===== src/rtl/stopwatch_counter.sv =====
// Purpose : MM:SS BCD stopwatch with run/pause and 2 Hz adjust mode, fed by divider level outputs.
// Latency : input rise sampled at CLK_REF edge k -> internal pulse in cycle after k+1 -> digits update at edge k+2.
// Backpressure: none; free-running consumer of level inputs, outputs are always valid.
//
// Ports:
//   CLK_REF   - system clock; every flop in this block runs on it
//   RST       - asynchronous active-high reset
//   CLK_1HZ   - 1 Hz level from divider (treated as async data)
//   CLK_2HZ   - 2 Hz level from divider (treated as async data)
//   BTN_PAUSE - debounced pause button, toggles run/pause on each rising edge
//   ADJ       - adjust-mode switch
//   SEL       - adjust field select: 0 = minutes, 1 = seconds
//   MIN_TENS, MIN_ONES, SEC_TENS, SEC_ONES - BCD digits
//   RUNNING   - high while counting is enabled
//   ROLLOVER  - one-cycle pulse on MAX_MIN:59 -> 00:00 wrap
module stopwatch_counter #(
  parameter int MAX_MIN = 59
) (
  input  logic       CLK_REF,
  input  logic       RST,
  input  logic       CLK_1HZ,
  input  logic       CLK_2HZ,
  input  logic       BTN_PAUSE,
  input  logic       ADJ,
  input  logic       SEL,
  output logic [3:0] MIN_TENS,
  output logic [3:0] MIN_ONES,
  output logic [3:0] SEC_TENS,
  output logic [3:0] SEC_ONES,
  output logic       RUNNING,
  output logic       ROLLOVER
);

  localparam logic [3:0] MAX_TENS = 4'(MAX_MIN / 10);
  localparam logic [3:0] MAX_ONES = 4'(MAX_MIN % 10);

  typedef enum logic {RUN = 1'b0, PAUSED = 1'b1} state_t;

  // Two-flop synchronizers plus a third "delayed" flop for rising-edge detection.
  logic [2:0] sync_1hz;
  logic [2:0] sync_2hz;
  logic [2:0] sync_btn;
  logic [1:0] sync_adj;

  always_ff @(posedge CLK_REF or posedge RST) begin
    if (RST) begin
      sync_1hz <= '0;
      sync_2hz <= '0;
      sync_btn <= '0;
      sync_adj <= '0;
    end else begin
      sync_1hz <= {sync_1hz[1:0], CLK_1HZ};
      sync_2hz <= {sync_2hz[1:0], CLK_2HZ};
      sync_btn <= {sync_btn[1:0], BTN_PAUSE};
      sync_adj <= {sync_adj[0], ADJ};
    end
  end

  logic tick1;
  logic tick2;
  logic press;
  logic adj_mode;

  assign tick1    = sync_1hz[1] & ~sync_1hz[2];
  assign tick2    = sync_2hz[1] & ~sync_2hz[2];
  assign press    = sync_btn[1] & ~sync_btn[2];
  assign adj_mode = sync_adj[1];

  state_t     state;
  logic [3:0] min_tens;
  logic [3:0] min_ones;
  logic [3:0] sec_tens;
  logic [3:0] sec_ones;
  logic       rollover;

  logic min_at_max;
  assign min_at_max = (min_tens == MAX_TENS) && (min_ones == MAX_ONES);

  always_ff @(posedge CLK_REF or posedge RST) begin
    if (RST) begin
      state    <= RUN;
      min_tens <= '0;
      min_ones <= '0;
      sec_tens <= '0;
      sec_ones <= '0;
      rollover <= 1'b0;
    end else begin
      rollover <= 1'b0;
      if (adj_mode) begin
        // State is frozen; tick1/press are dropped. Each field wraps on its own.
        if (tick2) begin
          if (SEL) begin
            if (sec_ones != 4'd9) begin
              sec_ones <= sec_ones + 4'd1;
            end else begin
              sec_ones <= 4'd0;
              sec_tens <= (sec_tens == 4'd5) ? 4'd0 : sec_tens + 4'd1;
            end
          end else begin
            if (min_at_max) begin
              min_tens <= 4'd0;
              min_ones <= 4'd0;
            end else if (min_ones == 4'd9) begin
              min_ones <= 4'd0;
              min_tens <= min_tens + 4'd1;
            end else begin
              min_ones <= min_ones + 4'd1;
            end
          end
        end
      end else begin
        if (press) begin
          state <= (state == RUN) ? PAUSED : RUN;
        end
        // Count decision uses the pre-toggle state: press+tick in RUN still counts,
        // press+tick in PAUSED resumes without counting.
        if (tick1 && state == RUN) begin
          if (sec_ones != 4'd9) begin
            sec_ones <= sec_ones + 4'd1;
          end else begin
            sec_ones <= 4'd0;
            if (sec_tens != 4'd5) begin
              sec_tens <= sec_tens + 4'd1;
            end else begin
              sec_tens <= 4'd0;
              if (min_at_max) begin
                min_tens <= 4'd0;
                min_ones <= 4'd0;
                rollover <= 1'b1;
              end else if (min_ones == 4'd9) begin
                min_ones <= 4'd0;
                min_tens <= min_tens + 4'd1;
              end else begin
                min_ones <= min_ones + 4'd1;
              end
            end
          end
        end
      end
    end
  end

  assign MIN_TENS = min_tens;
  assign MIN_ONES = min_ones;
  assign SEC_TENS = sec_tens;
  assign SEC_ONES = sec_ones;
  assign RUNNING  = (state == RUN);
  assign ROLLOVER = rollover;

endmodule


===== config.mk =====
export PLATFORM = sky130hd
export DESIGN_NAME = stopwatch_counter
export DESIGN_NICKNAME = d
export VERILOG_FILES = /design/src/rtl/stopwatch_counter.sv
export SDC_FILE = /design/constraint.sdc
export NUM_CORES = 1
export LEC_CHECK = 0
export CORE_ASPECT_RATIO = 1.4
export CORE_MARGIN = 4
export CORE_UTILIZATION = 54
export DETAILED_ROUTE_END_ITERATION = 10
export PLACE_DENSITY = 0.94
export SYNTH_ARGS = -nofsm -noshare
export SYNTH_HDL_FRONTEND = slang
export SYNTH_SLANG_ARGS = --single-unit

===== constraint.sdc =====
create_clock -name CLK_REF -period 5.95 [get_ports CLK_REF]
set_clock_uncertainty 0.15 [all_clocks]
set_input_delay 1.19 -clock CLK_REF [delete_from_list [all_inputs] [get_ports CLK_REF]]
set_output_delay 1.19 -clock CLK_REF [all_outputs]
set_load 0.005 [all_outputs]

## After elaboration in Yosys (flattened, before gate mapping)

Index checks and enable logic that the tools add are counted.

- Register bits after elaboration: 29
- Bits in latches: 0
- Bits in writable memories: 0
- Memory bits (read-only): 0
- Input port bits: 7
- Output and inout bits: 18
- Memories kept: 0

- Add/subtract/negate cells: 4
- $mul: 0
- Divide/modulo/power cells: 0
- Magnitude comparators: 0
- Equality and inequality tests: 11
- Shift operators: 0
- Multiplexer cells: 35
- Bitwise operators: 8
- Reduce and logical (&&, ||, !) cells: 7

Operators with widths:

| kind | number |
|---|---|
| 2-to-1 mux 4 bit | 29 |
| adder 4 x 1 -> 4 bit, second input constant | 4 |
| != test 2 bit, second input constant | 5 |
| AND reduction 5 bit | 2 |
| equality test 4 x 3 -> 1 bit, second input constant | 2 |
| 2-to-1 mux 1 bit | 6 |
| NOT 1 bit | 5 |
| equality test 4 bit, second input constant | 1 |
| != test 4 x 3 -> 1 bit, second input constant | 1 |
| != test 4 bit, second input constant | 1 |
| AND 1 bit | 3 |
| AND reduction 3 bit | 1 |
| logical AND 1 bit | 2 |
| != test 2 x 1 -> 1 bit, second input constant | 1 |
| AND reduction 2 bit | 1 |
| nonzero test 2 bit | 1 |

## Depth between registers and ports, before layout

- Depth after elaboration: 7
- Mapped depth: 7

## Worst setup path after synthesis

No wires, ideal clock.

- Kind: input-to-reg
- Start point: input SEL
- End point: register min_tens[0] (netlist: MIN_TENS[0])
- Data arrival time: 2.109 ns
- Data required time: 5.675 ns
- Path slack: 3.567 ns
- Cell stages on the path: 3
- Buffers on the path: 0
- Path through: o31a_4 -> nor3b_2 -> mux2_2

- Word-level cells in the longest chain between the ends: 2

RTL lines:

| element | line | source |
|---|---|---|
| start, declared | 25 | `input logic SEL,` |
| != test 2 bit (no source line) | - |  |
| AND reduction 5 bit (no source line) | - |  |
| end signal, assigned | 105 | `min_tens <= min_tens + 4'd1;` |
| end signal, assigned | 132 | `min_tens <= min_tens + 4'd1;` |
| end, declared | 70 | `logic [3:0] min_tens;` |

No other way between the ends.
A chain may end at the register's enable or synchronous reset.

## Final worst setup path

- Start point: register sec_ones[1] (netlist: SEC_ONES[1])
- End point: output SEC_ONES[1]

RTL lines:

| element | line | source |
|---|---|---|
| start, declared | 73 | `logic [3:0] sec_ones;` |
| start signal, assigned | 94 | `sec_ones <= sec_ones + 4'd1;` |
| start signal, assigned | 119 | `sec_ones <= sec_ones + 4'd1;` |
| end, declared | 29 | `output logic [3:0] SEC_ONES,` |

No word-level cell between the ends.

==> results.yml <==
setup_path:
  arrival_ns: 1.36
  crit_start: "SEC_ONES[1]"
  required_ns: 4.61
  cpLargestDelayFamily: "buffers and inverters"
  crit_chain: "clkdlybuf4s50_1"
  max_stage_delay_ns: 0.55
  cp.buffers_inverters: 1
  worstPathMaxFanout: 8
  timing.rr.start: "sync_adj[1]"
  end_kind: "primary output"
  crit_path_start_kind: "register"
  cp_slowest_cell: "clkdlybuf4s50_1"
  critical_path_class: "reg2out"
die:
  ioPinCount: 25
  core-area_mm2: 0.002227
  die_area_mm2: 0.003229
  die_y_um: 65.66
  rows: 20
  die-width_um: 49.19
  initial_core_util: 0.5758
logic_synthesis:
  synth_edf_count: 0
  synth_nets: 118
  synth_area_mm2: 0.001282
  synthFlopType: "dfrtp_1"
  synth_area_leader_cell: "dfrtp_1"
  synth_top_cell_area_share: 0.5659
  syn_avg_cell_area_um2: 12.21
  async_flop_share: 1.000
  synthTopCellsByArea: "dfrtp_1 (57%), ha_1 (5.9%), mux2_2 (5.3%)"
  postSynthCellCount: 105
  synth.most_common_cell: "dfrtp_1"
  ys_seq_area_frac: 0.5659
  synth.distinct_cells: 33
  synthTopCellsByCount: "dfrtp_1 (29), nor2_1 (10), ha_1 (6), inv_1 (6), mux2_2 (6)"
  synth-seq-cells: 29
  ys_warn_count: 0
clock_tree:
  cts_resized: 0
  path_clk_slew_ns: 0.09
  holdBufCountCts: 0
  clockBufferDepth: 2
  htree_num_levels: 2
  cts-buffers-inserted: 5
  cts_sinks: 29
  clk_latency_ns: 0.32
  root_buffer: "clkbuf_4"
  cts_tree: "done"
  cts_setup_buffers: 0
timing:
  drv_slew: 0
  hold_viol_final: 0
  period_minus_slack_ns: 2.700
  holdWs_ns: 0.2066
  rsz0062_at_grt: "false"
  slew-limit-headroom: 0.3129
  fmax_ghz: 0.3703
  worstMarginPinSlew_ns: 1.029
  post-route-period-util: 0.4538
  setup_viol: 0
  setup_tns_ns: 0
finish:
  fillers: 160
  syn_to_final_growth_pct: 24.88
  diodes: 0
  nets: 148
  multiInputGateArea_um2: 530.5
  seqCellArea_um2: 725.7
  drive_above_1_share: 0.1544
global_route:
  grt_pass1_vias: 953
  antenna_found_initial: 0
  grt_use_total: 0.1689
  grt-ovfl-total: 0
  grt_pass1_wl_mm: 4.077
  grt_max_degree: 30
routing:
  routed_via_density: 5.810
  ant_nets: 0
  dr.pass1.iters: 4
  routedWlPerCell_um: 14.57
  wirelength_mm: 2.302
  drt_iter0_markers: 25
  drcViolationCount: 0
  via_count: 918
run_status:
  outcome: "completed"
placement:
  dp_hpwl_mm: 1.745
  gp_congestion: 0.7793
  place.port_buffers: 24
hold_path:
  hp-start: "sync_1hz[0]"
  hp-class: "reg2reg"
run:
  maxCapViolCount: 0
power_and_ir_drop:
  p_leak_nw: 0.7167
  vdd_drop_max_mv: 0.2173
  power.density_mw_per_mm2: 397.6
==> power by group <==
group	switching (W)	internal (W)	leakage [nW]	total, W
registers	0.0000611	0.000244	0.357	0.000305
clock network	0.0000690	0.0000444	0.0310	0.000113
logic	0.0000801	0.000139	0.328	0.000219
==> placed cells by master, fill, tap and decap left out, drive strengths merged, types with 2 or more instances in the layout <==
cell           synthesis  final
nand3                  2      2
dfrtp                 29     29
ha                     6      6
nor2                  10     10
xor2                   2      2
clkinv                 0      2
o21ai                  4      4
nor3b                  2      2
o31a                   2      2
nand4                  3      3
mux2                   6      6
nand2                  5      5
clkbuf                 1      5
a21oi                  4      4
nor2b                  3      3
and3b                  3      3
inv                    6      6
xnor2                  2      2
nor3                   2      2
clkdlybuf4s50          0     24
==> logic make-up (layout without fill, tap and decap cells) <==
group           count (synthesis)  in the layout  share of synthesized area
compound gates                 18             18                     0.1122
xor+xnor                        4              4                    0.02732
fa+ha+maj                       6              6                    0.05854
buf+inv                         7             38                    0.02048
flops                          29             29                     0.5659
mux                             6              6                    0.05268
simple gates                   35             35                     0.1629
==> worst paths after layout <==
kind	end	slack, ns	depth (start not counted)
max	SEC_ONES[1]	3.25	1
min	sync_1hz[1]	0.21	0
min reg2reg	sync_1hz[1]	0.21	0
max reg2reg	MIN_TENS[0]	3.82	4
min in group asynchronous	state	1.26	2
max in group asynchronous	sync_2hz[1]	3.77	2
==> layer usage <==
metal,GRT usage,vias up,wire length [um]
li1,-,430,-
met1,0.1684,441,861
met2,0.2970,34,1205
met3,0.05442,13,141
met4,0.1103,0,94
met5,0,-,0
==> state kept, by name (all words and copies together), names as in the netlist, 2 cells and up <==
name      count
sync_2hz      3
sync_adj      2
SEC_ONES      4
sync_1hz      3
sync_btn      3
MIN_ONES      4
SEC_TENS      4
MIN_TENS      4
==> layout make-up <==
cell class | instances | share of cell area
timing repair buffer | 24 | 0.1500
clock inverter | 3 | 0.01094
clock buffer | 5 | 0.02344
inverter | 6 | 0.01406
sequential | 29 | 0.4531
multi-input combinational | 69 | 0.3312
tap | 22 | 0.01719
==> metrics by stage <==
| step | instances | utilization | instance area (um2) | total power (W) | worst slack, ns |
|---|---|---|---|---|---|
| CTS | 158 | 0.7191 | 1602 | 0.0006436 | 3.252 |
| floorplan | 105 | - | 1282 | 0.0004033 | 3.567 |
| detailed placement | 150 | 0.6944 | 1546 | 0.0005286 | 2.991 |
| global placement | 150 | 0.6944 | 1546 | 0.0005118 | 3.060 |
| global route | 158 | 0.7191 | 1602 | 0.0006868 | 3.162 |
| finish | 158 | 0.7191 | 1602 | 0.0006368 | 3.250 |
(Power assumes the default switching activity.)
